<file path="src/rtl/ex_alu_stage.sv">
// ex_alu_stage: registered execute stage of the 64-bit datapath.
// Takes one decoded op per cycle over a valid/ready handshake, computes the
// ALU function combinationally and holds {result, zero, ovf, tag} in a single
// output register that the writeback/branch stage drains with out_ready.
//
// Ports:
//   clk, rst_n           rising-edge clock, async active-low reset
//   in_valid / in_ready  input handshake
//   in_op, in_a, in_b    opcode and operands (SRA amount is in_b[5:0])
//   in_tag               tag carried unchanged to the output
//   flush                kills the held result and blocks this cycle's input
//   out_valid/out_ready  output handshake
//   out_result, out_zero, out_ovf, out_tag   held result fields
module ex_alu_stage #(
  parameter int W     = 64,
  parameter int TAG_W = 5
) (
  input  logic             clk,
  input  logic             rst_n,
  input  logic             in_valid,
  output logic             in_ready,
  input  logic [2:0]       in_op,
  input  logic [W-1:0]     in_a,
  input  logic [W-1:0]     in_b,
  input  logic [TAG_W-1:0] in_tag,
  input  logic             flush,
  output logic             out_valid,
  input  logic             out_ready,
  output logic [W-1:0]     out_result,
  output logic             out_zero,
  output logic             out_ovf,
  output logic [TAG_W-1:0] out_tag
);

  localparam logic [2:0] OP_ADD  = 3'b000;
  localparam logic [2:0] OP_SUB  = 3'b001;
  localparam logic [2:0] OP_AND  = 3'b010;
  localparam logic [2:0] OP_OR   = 3'b011;
  localparam logic [2:0] OP_XOR  = 3'b100;
  localparam logic [2:0] OP_SLT  = 3'b101;
  localparam logic [2:0] OP_SLTU = 3'b110;
  localparam logic [2:0] OP_SRA  = 3'b111;

  typedef struct packed {
    logic [W-1:0]     result;
    logic             zero;
    logic             ovf;
    logic [TAG_W-1:0] tag;
  } rsp_t;

  logic [W-1:0] sum, diff, res;
  logic         ovf;
  logic         accept;
  rsp_t         rsp_d, rsp_q;
  logic         vld_q;

  assign sum  = in_a + in_b;
  assign diff = in_a - in_b;

  // Overflow is only meaningful for ADD/SUB: operands of matching (ADD) or
  // opposite (SUB) sign producing a result whose sign differs from a.
  always_comb begin
    res = '0;
    ovf = 1'b0;
    case (in_op)
      OP_ADD: begin
        res = sum;
        ovf = (in_a[W-1] == in_b[W-1]) && (sum[W-1] != in_a[W-1]);
      end
      OP_SUB: begin
        res = diff;
        ovf = (in_a[W-1] != in_b[W-1]) && (diff[W-1] != in_a[W-1]);
      end
      OP_AND:  res = in_a & in_b;
      OP_OR:   res = in_a | in_b;
      OP_XOR:  res = in_a ^ in_b;
      OP_SLT:  res = {{(W-1){1'b0}}, ($signed(in_a) < $signed(in_b))};
      OP_SLTU: res = {{(W-1){1'b0}}, (in_a < in_b)};
      OP_SRA:  res = $signed(in_a) >>> in_b[5:0];
      default: res = '0;
    endcase
  end

  assign rsp_d = '{result: res, zero: (res == '0), ovf: ovf, tag: in_tag};

  // Ready is independent of in_valid/in_* so upstream sees no comb loop.
  assign in_ready = !flush && (!vld_q || out_ready);
  assign accept   = in_valid && in_ready;

  always_ff @(posedge clk or negedge rst_n) begin
    if (!rst_n) begin
      vld_q <= 1'b0;
      rsp_q <= '0;
    end else begin
      // flush beats accept (in_ready is already 0) and consume
      if (flush)          vld_q <= 1'b0;
      else if (accept)    vld_q <= 1'b1;
      else if (out_ready) vld_q <= 1'b0;
      // data only moves on accept, so a stall keeps the fields bit-stable
      if (accept) rsp_q <= rsp_d;
    end
  end

  assign out_valid  = vld_q;
  assign out_result = rsp_q.result;
  assign out_zero   = rsp_q.zero;
  assign out_ovf    = rsp_q.ovf;
  assign out_tag    = rsp_q.tag;

endmodule

</file>
<file path="config.mk">
export PLATFORM = sky130hd
export DESIGN_NAME = ex_alu_stage
export DESIGN_NICKNAME = d
export VERILOG_FILES = /design/src/rtl/ex_alu_stage.sv
export SDC_FILE = /design/constraint.sdc
export NUM_CORES = 1
export LEC_CHECK = 0
export CORE_AREA = 2 2 265 267
export DETAILED_ROUTE_END_ITERATION = 6
export DIE_AREA = 0 0 267 269
export SYNTH_ARGS = -nofsm -noshare
export SYNTH_HDL_FRONTEND = slang
export SYNTH_SLANG_ARGS = --single-unit
export TNS_END_PERCENT = 50
</file>
<file path="constraint.sdc">
create_clock -name clk -period 2.55 [get_ports clk]
set_clock_uncertainty 0.05 [all_clocks]
set_input_delay 0.6375 -clock clk [delete_from_list [all_inputs] [get_ports clk]]
set_output_delay 0.6375 -clock clk [all_outputs]
set_load 0.05 [all_outputs]
</file>
# Word-level counts from Yosys, hierarchy flattened
# Index checks and enable logic that the tools add are counted.
word_totals:
  ff_bits: 72
  latch_bits: 0
  ram_bits: 0
  rom_bits: 0
  n_memories: 0
classes:
  n_addsub: 2
  mul: 0
  div_mod_pow: 0
  order_cmp: 2
  n_eq_ne: 11
  shifts: 1
  mux: 5
  bitwise_logic: 3
  reduce_logical: 10
op_table:
  columns: ["operator", "n"]
  rows:
  - ["64-bit one-hot mux with 8 select lines", 1]
  - ["64-bit less-than comparator", 2]
  - ["64-bit adder", 1]
  - ["64-bit AND", 1]
  - ["64-bit logical NOT", 1]
  - ["64-bit bitwise OR", 1]
  - ["64-bit by 6-bit >>> shifter with 64-bit output", 1]
  - ["64-bit subtractor", 1]
  - ["64-bit XOR", 1]
  - ["3-bit equality test, second input constant", 4]
  - ["3-bit by 2-bit equality test with 1-bit output, second input constant", 2]
  - ["1-bit logical AND", 4]
  - ["3-bit by 1-bit equality test with 1-bit output, second input constant", 1]
  - ["3-bit logical NOT", 1]
  - ["1-bit 2-to-1 mux", 3]
  - ["1-bit inequality test", 3]
  - ["3-bit nonzero test", 1]
  - ["1-bit logical NOT", 2]
  - ["1-bit one-hot mux with 2 select lines", 1]
  - ["1-bit equality test", 1]
  - ["1-bit logical OR", 1]

# Depth between registers and ports, before layout
# Gate-level depths: netlist of the first run.
logic_depth:
  ltp_word: 6
  mapped_depth: 21
  mapped_depth_nobuf: 16

# Worst setup path before layout of the first run
# OpenSTA, ideal clock, no wires.
synth_timing:
  path_kind: "input to register"
  start: "input port in_b[2]"
  end: "register rsp_q, in the netlist out_zero"
  setup_time_ns: 0.095
  arrival_ns: 5.550
  setup_slack_ns: -3.146
  path_stages: 20
  cell_sequence: "inv_1 -> buf_2 -> clkbuf_1 -> clkbuf_1 -> buf_2 -> ha_1 -> clkbuf_1 -> nand2b_1 -> a21oi_1 -> o21a_1 -> a221o_1 -> a221o_1 -> a21oi_2 -> xnor2_1 -> a211o_1 -> or4_1 -> nor4_1 -> nand4_1 -> or4_1 -> o31ai_1"
synth_via:
  elab_chain_len: 3
  elab_cells_between_ends: 10
  classes_between: "add/sub (2); order compare (2); shift (1); mux (1); bitwise (3); reduce/logical (1)"
synth_rtl:
  columns: ["element", "line", "rtl"]
  rows:
  - ["from (decl)", "24", "input logic [W-1:0] in_b,"]
  - ["64-bit subtractor (tied with other cells)", "58", "assign diff = in_a - in_b;"]
  - ["64-bit one-hot mux with 8 select lines *", "65", "case (in_op)"]
  - ["64-bit logical NOT *", "84", "assign rsp_d = '{result: res, zero: (res == '0), ovf: ovf, tag: in_tag};"]
  - ["to (signal assigned)", "100", "if (accept) rsp_q <= rsp_d;"]
  - ["to (decl)", "54", "rsp_t rsp_d, rsp_q;"]
# Mark *: on every way between the ends. The rest lies on a longest branch, timed or not.
# A chain may end at the register's enable or synchronous reset.

# Final worst setup path of the first run
layout_timing:
  start: "input port in_a[56]"
  end: "register rsp_q, in the netlist out_zero"
layout_via:
  elab_chain_len: 3
  elab_cells_between_ends: 10
  classes_between: "add/sub (2); order compare (2); shift (1); mux (1); bitwise (3); reduce/logical (1)"
layout_rtl:
  columns: ["element", "line", "rtl"]
  rows:
  - ["from (decl)", "23", "input logic [W-1:0] in_a,"]
  - ["64-bit subtractor (tied with other cells)", "58", null]
  - ["64-bit one-hot mux with 8 select lines *", "65", null]
  - ["64-bit logical NOT *", "84", null]
# Marked as above.

==> results by group, run 1 <==
Job
  • Maximum capacitance violations: 0

STA
  • Share of the clock period used by the worst path: 1.80
  • Max-Slew Margin vs Limit: 0.288
  • Max-slew violation count: 0
  • Endpoints failing setup: 66
  • Highest clock frequency the design can meet: roughly 220 MHz
  • Hold violation count in the final report: 0
  • Slew @ Worst Pin: between 1000 and 1500 ps
  • Total negative setup slack: -58000 ps
  • Unrepaired setup endpoints after global routing: yes
  • Minimum period implied by the final worst setup slack: roughly 4600 ps
  • Smallest setup slack after layout: -2040 ps

Synth
  • Average size of a mapped cell: 7.11 µm²
  • Asr flop ratio synth: 1.00
  • Post-synthesis instance area: a little over 20000 µm²
  • Most used flip-flop cell after synthesis: dfrtp_1
  • Count of flip-flops with a built-in enable after synthesis: 0
  • Seq/Total Area, Yosys: 0.0880
  • Number of flip-flops and latches in the synthesized netlist: 72
  • Cell count after synthesis: slightly below 3000
  • Synth unique cells: 97
  • Count of warnings emitted by yosys: 0
  • Syn Nets: approximately 3200

Floorplan
  • Top-Level Pins: 214
  • Standard-cell rows: slightly below 100
  • Horizontal die dimension: 267 µm
  • Die Ht: 269 µm
  • Starting Density: 0.296
  • Core area: 69300 µm²
  • Die footprint: a little over 70000 µm²

Setup path
  • CP Cell Sequence: dlygate4sd2_1, mux2_2, mux4_2, a221oi_1, buf_4, o211ai_1, a221oi_2, buf_4, nand4_1, nor4_2, nand4_1, nor4_2, buf_4, nand4_1, or4_1, o31ai_2
  • Setup CP Type: primary input to flip-flop
  • Peak fanout along the critical path: 3
  • Sort of element at the start of the critical path: primary input
  • Setup crit end kind: flip-flop
  • Critical Path Slowest Stage Cell: mux4_2
  • Arrival time worst endpoint: 4800 ps
  • Required time worst endpoint: 2760 ps
  • Biggest cell delay along the critical path: around 570 ps

Placement
  • Worst slack after detailed placement: -3280 ps
  • Gp weighted congestion: 1.10
  • Port-buffer cells: 213
  • HPWL after detailed placement: 117 mm

Layout
  • Share of final-layout standard cells stronger than drive strength 1: 0.565
  • Final-layout fill cell count: 6178
  • Number of nets in the finished design: 4864
  • Relative area change from synthesis to final layout: 102%

Power and ir drop
  • Power density cells: 357 nW/µm²
  • IR Drop Worst-Case VDD: 0.373 mV
  • Power spent charging and discharging nets: around 0.0070 W
  • Power share of the clock group: 0.092
  • Internal Dissipation: 0.00773 W
  • Sequential share of power: 0.101
  • Standby leakage power: 18.4 nW
  • Sw Ratio: 0.477
  • Combinational group share of total power: 0.806

Drt
  • Violation count after the first detailed-route iteration: about 4400
  • Number of antenna-violating nets in the routed design: 0
  • Total via count in the routed design: 32600
  • Total wirelength of the detailed-routed design: 147 mm
  • Routed wire length per instance: 26.8 µm
  • First-pass iteration count of the detailed router: 6
  • Drt drc: 0
  • Vias per cell: 5.95

Clocking
  • Clock latency reported for the late side of the worst-skew pair: 340 ps
  • Clock tree from TritonCTS: done
  • Num Clock Sinks: 72
  • Hold buffer count at cts: 0
  • H-tree levels: 3
  • Post-CTS clock slew at the launch and capture registers of the worst setup and hold paths: 60 ps
  • CTS max path bufs: 2
  • Buffer type at the clock tree root: clkbuf_16
  • CTS buffer count: 9

GRT
  • Global router's overall resource usage: 0.389
  • Initial antenna violation count: 2
  • Global-route wire length before repair: slightly above 200 mm
  • Aggregate global routing overflow: 0
  • Largest net degree at the start of global routing: about 100
  • Via count of the first global-routing pass: 30600

Min path
  • Worst hold path class: primary input to async pin

Status
  • Violated checks: negative setup slack
  • Run status: finished, violations left
## state kept, by name (all words and copies together) (netlist names)
register	flops
out_ovf	1
out_result	64
out_tag	5
out_valid	1
out_zero	1
## critical path, delay by kind of cell
family | cells | cell delay [ps]
compound gates | 4 | 1120
buf+inv | 4 | 850
mux | 2 | 870
simple gates | 6 | 1330
## power groups by stage
stage | registers, W | logic [W] | clock network, W
floorplan | 0.00229 | 0.00344 | 0
global placement | 0.00152 | 0.00935 | 0
detailed placement | 0.00152 | 0.00933 | 0
CTS | 0.00150 | 0.0109 | 0.00140
global route | 0.00152 | 0.0123 | 0.00144
finish | 0.00150 | 0.0119 | 0.00137
## Yosys cell counts (21+ instances only)
cell type	n	area share
nand2_1	309	0.057
a21oi_1	248	0.061
nor2_1	227	0.042
inv_1	196	0.036
ha_1	192	0.12
o21ai_0	192	0.047
clkbuf_1	143	0.026
dfrtp_1	72	0.088
mux2i_1	72	0.035
mux2_2	68	0.037
o22ai_1	67	0.020
a22oi_1	64	0.023
nor3_1	60	0.015
o31ai_1	59	0.022
nor4_1	55	0.017
mux4_2	53	0.058
nand3_1	45	0.011
nand4_1	43	0.013
a211oi_1	42	0.015
o211ai_1	40	0.015
buf_1	35	0.0064
xnor2_1	34	0.015
a31oi_1	33	0.010
o221ai_1	33	0.014
a21o_1	29	0.011
nand2b_1	29	0.0089
nor2b_1	26	0.0079
o21bai_1	26	0.0095
a221oi_1	25	0.011
buf_2	24	0.0059
o21a_1	21	0.0077
## cells by family (layout without fill, tap and decap cells)
kind of cell    Yosys count  in the layout  synth area share
mux                     200            200             0.138
other cells               0              1                 0
fa+ha+maj               194            194             0.119
simple gates            900            900             0.207
flops                    72             72            0.0880
compound gates         1064           1064             0.349
buf+inv                 414           2066            0.0817
xor+xnor                 38             38            0.0162
## cell type report
type                       count  area (µm²)  area share
timing repair buffer        1849       15800       0.382
clock inverter                 3        65.1     0.00157
clock buffer                  13         250     0.00605
sequential                    72        1800      0.0436
multi-input combinational   2396       21400       0.516
inverter                     201         898      0.0217
antenna                        1        2.50   0.0000605
tap                          940        1180      0.0284
## placed cells by master, fill, tap and decap left out, drive strengths merged, types with 59 or more instances in the layout
master	netlist	final
nor2	227	227
dfrtp	72	72
nand2	309	309
ha	192	192
o21ai	193	193
mux2i	72	72
a21oi	249	249
o31ai	59	59
o22ai	67	67
nor3	62	62
a22oi	65	65
clkdlybuf4s50	0	96
inv	197	191
mux2	71	71
buf	70	1700
## final timing paths
path | to | slack [ps] | depth (start not counted) | from
hold reg to reg | out_tag[4] | 420 | 2 | out_tag[4]
setup / recovery | out_zero | -2040 | 16 | in_a[56]
hold / removal | out_tag[1] | 210 | 1 | rst_n
min in group clk | out_tag[4] | 420 | 2 | out_tag[4]
setup reg to reg | out_zero | -720 | 15 | out_valid
max in group asynchronous | out_result[2] | 1640 | 2 | rst_n
## per-layer routing
metal / GRT usage / up-vias / share of wire
li1: - / 14200 / -
met1: 0.548 / 15700 / 0.42
met2: 0.582 / 2175 / 0.41
met3: 0.0700 / 429 / 0.11
met4: 0.161 / 0 / 0.056
met5: 0 / - / 0
## what timing repair did
action | CTS | global route
setup endpoints to repair | 66 | 66
buffers inserted | 229 | 123
pin swaps | 252 | 204
gates resized for setup | 1218 | 405
gates cloned | 6 | 2
## through the flow
step	instances	hold WS, ps	instance area, µm²	utilization	total power, W
3_5_place_dp	5169	413	33800	0.487	0.0109
3_3_place_gp	5169	406	33800	0.487	0.0109
6_report	5475	212	41400	0.597	0.0148
2_1_floorplan	2882	292	21000	-	0.00573
5_1_grt	5474	254	41400	0.597	0.0153
4_1_cts	5393	223	39600	0.571	0.0138
Note: power is estimated with default switching activity, not from simulation.
==> inputs of run 2 (changes only) <==
- GPL_TIMING_DRIVEN: unset -> 0
==> run 2 against run 1 <==
Sequential power about the same. Largest power group unchanged. Global-route usage up 1.4 points. Critical path depth up 3. The run still ends with negative setup slack left. Clock power down 14%. Via count down 12%. Largest cell class unchanged. Register-to-register slack worse by 390 ps. Sequential cell count unchanged. Sequential share of layout area up 1.7 points. Count of clock-buffer cells in the layout down 3. Fmax down 11%. Critical endpoint unchanged. Cell count down 23%. Die area unchanged. Highest routed layer unchanged.
==> results by group, run 2 (synthesis results as in run 1) <==
Power and ir drop
  • Power density cells: 391 nW/µm² (+9.6%)
  • Combinational group share of total power: 0.771 (-0.035)
  • Standby leakage power: 11.9 nW (-36%)
  • Power share of the clock group: 0.101 (+0.009)
  • Sequential share of power: 0.128 (+0.027)
  • Internal Dissipation: 0.00519 W (-33%)
  • IR Drop Worst-Case VDD: 0.490 mV (+31%)
  • Sw Ratio: 0.556 (+0.0793)
  • Power spent charging and discharging nets: 0.00651 W (-7.6%)

Drt
  • Number of antenna-violating nets in the routed design: 0 (unchanged)
  • Drt drc: 0 (unchanged)
  • Total via count in the routed design: 28700 (-12%)
  • Total wirelength of the detailed-routed design: 150 mm (+2.4%)
  • Violation count after the first detailed-route iteration: 4586 (+3.2%)
  • Vias per cell: 6.76 (+14%)
  • Routed wire length per instance: 35.5 µm (+32%)
  • First-pass iteration count of the detailed router: 6 (unchanged)

Placement
  • Gp weighted congestion: 1.11 (+1.1%)
  • HPWL after detailed placement: 119 mm (+1.3%)
  • Port-buffer cells: 212 (-0.47%)
  • Post-place instance area: 24400 µm² (-28%)

STA
  • Hold violation count in the final report: 0 (unchanged)
  • Worst Hold Slack: 136 ps (-76.4 ps)
  • Max-Slew Margin vs Limit: 0.255 (-0.0330)
  • Share of the clock period used by the worst path: 2.01 (+0.211)
  • Unrepaired setup endpoints after global routing: yes
  • Max-slew violation count: 0 (unchanged)
  • Highest clock frequency the design can meet: 195 MHz (-11%)
  • Slew @ Worst Pin: 1120 ps (+49.5 ps)
  • Smallest setup slack after layout: -2580 ps (-539 ps)
  • Minimum period implied by the final worst setup slack: 5130 ps (+539 ps)
  • Endpoints failing setup: 67 (+1.5%)

Floorplan
  • Die Ht: 269 µm (unchanged)
  • Core area: 69300 µm² (unchanged)
  • Die footprint: 71800 µm² (unchanged)
  • Horizontal die dimension: 267 µm (unchanged)
  • Top-Level Pins: 214 (unchanged)
  • Standard-cell rows: 97 (unchanged)
  • Starting Density: 0.296 (unchanged)

Setup path
  • Setup CP Type: primary input to flip-flop
  • Setup crit end kind: flip-flop
  • Number of cells on the worst reg-to-reg path: 12 (-3)
  • Sort of element at the start of the critical path: primary input
  • Peak fanout along the critical path: 9 (+6)
  • Arrival time worst endpoint: 5340 ps (+540 ps)
  • Required time worst endpoint: 2760 ps (about the same)

GRT
  • Via count of the first global-routing pass: 26500 (-13%)
  • Initial antenna violation count: 0 (-2)
  • Global router's overall resource usage: 0.403 (+0.0136)
  • Aggregate global routing overflow: 0 (unchanged)
  • Largest net degree at the start of global routing: 50 (-52%)
  • Global-route wire length before repair: 206 mm (-0.36%)

Status
  • Run status: finished, violations left
  • Violated checks: negative setup slack

Clocking
  • Num Clock Sinks: 72 (unchanged)
  • Hold buffer count at cts: 0 (unchanged)
  • CTS buffer count: 9 (unchanged)
  • H-tree levels: 3 (unchanged)
  • Post-CTS clock slew at the launch and capture registers of the worst setup and hold paths: 70 ps (about the same)
  • CTS max path bufs: 2 (unchanged)
  • Buffer type at the clock tree root: clkbuf_16
  • Clock tree from TritonCTS: done
  • Clock latency reported for the late side of the worst-skew pair: 340 ps (about the same)

Job
  • Maximum capacitance violations: 0 (unchanged)

Layout
  • Post-route standard cell area excluding fillers: 29900 µm² (-28%)
  • Final core area utilization: 0.431 (-0.166)
  • Relative area change from synthesis to final layout: 45.9%
  • Number of flip-flops in the largest register: 64 (unchanged)
  • Number of nets in the finished design: 3626 (-25%)
  • Commonest non-fill, non-tap cells in the layout: nand2_1, nor2_1, buf_4
  • Commonest non-fill, non-tap cell in the layout: nand2_1
  • Share of final-layout standard cells stronger than drive strength 1: 0.314 (-0.251)

Min path
  • Worst hold path class: primary input to async pin
[run 2: what timing repair did]
| item | in CTS | in global routing |
|---|---|---|
| endpoints found under the setup margin | 72 | 72 |
| cloned | 0 | 0 |
| pin swaps | 120 | 111 |
| buffers inserted | 152 | 55 |
| gates resized for setup | 954 | 300 |
[run 2: path summary, 6_finish.rpt]
check | startpoint | endpoint | slack (ps)
worst max-delay path | in_b[1] | out_zero | -2580
worst min-delay path | rst_n | out_result[59] | 140
worst max register to register | out_valid | out_zero | -1110
worst min register to register | out_result[50] | out_result[50] | 420
max in group asynchronous | rst_n | out_result[6] | 1740
min in group clk | out_result[50] | out_result[50] | 420
[run 2: power by group through the flow]
stage               Combinational, W  Sequential [W]  Clock, W
global route                 0.00923         0.00153   0.00126
finish                       0.00902         0.00150   0.00118
global placement             0.00716         0.00152         0
CTS                          0.00826         0.00150   0.00122
detailed placement           0.00711         0.00153         0
floorplan                    0.00344         0.00229         0
[run 2: layer usage]
layer,up-vias,track usage,part of all wire
li1,11700,-,-
met1,14000,0.521,0.39
met2,2313,0.597,0.41
met3,566,0.112,0.13
met4,0,0.238,0.075
met5,-,0,0
[run 2: stage by stage]
step	instances	total power [W]	setup TNS, ps	worst slack (ps)
after floorplan	2882	0.00573	-60180	-2280
after global placement	4034	0.00868	-369120	-5530
after detailed placement	4035	0.00864	-238020	-5460
after CTS	4189	0.0110	-74370	-2630
after global routing	4236	0.0120	-81850	-2620
final	4237	0.0117	-79000	-2580
[run 2: area by class of cell]
cell class | instances | area (µm²)
Fill cell | 7173 | 39400
Multi-Input combinational cell | 2396 | 20300
Timing Repair Buffer | 413 | 3730
Buffer | 198 | 1800
Sequential cell | 72 | 1800
Tap cell | 940 | 1180
Inverter | 201 | 820
Clock buffer | 10 | 229
Clock inverter | 6 | 45.0
Antenna cell | 1 | 2.50
[run 2: critical path: stages]
cell	delay [ps]
buf_8	80
buf_12	130
buf_12	110
buf_12	110
buf_12	100
buf_4	260
mux2i_1	450
nand2_1	100
o21ai_1	340
nor2_1	190
o31ai_1	560
a221o_2	380
nand2_1	100
nor4_2	360
nand4_1	240
nor4_4	420
nand4_1	120
or4_1	420
o31ai_1	200
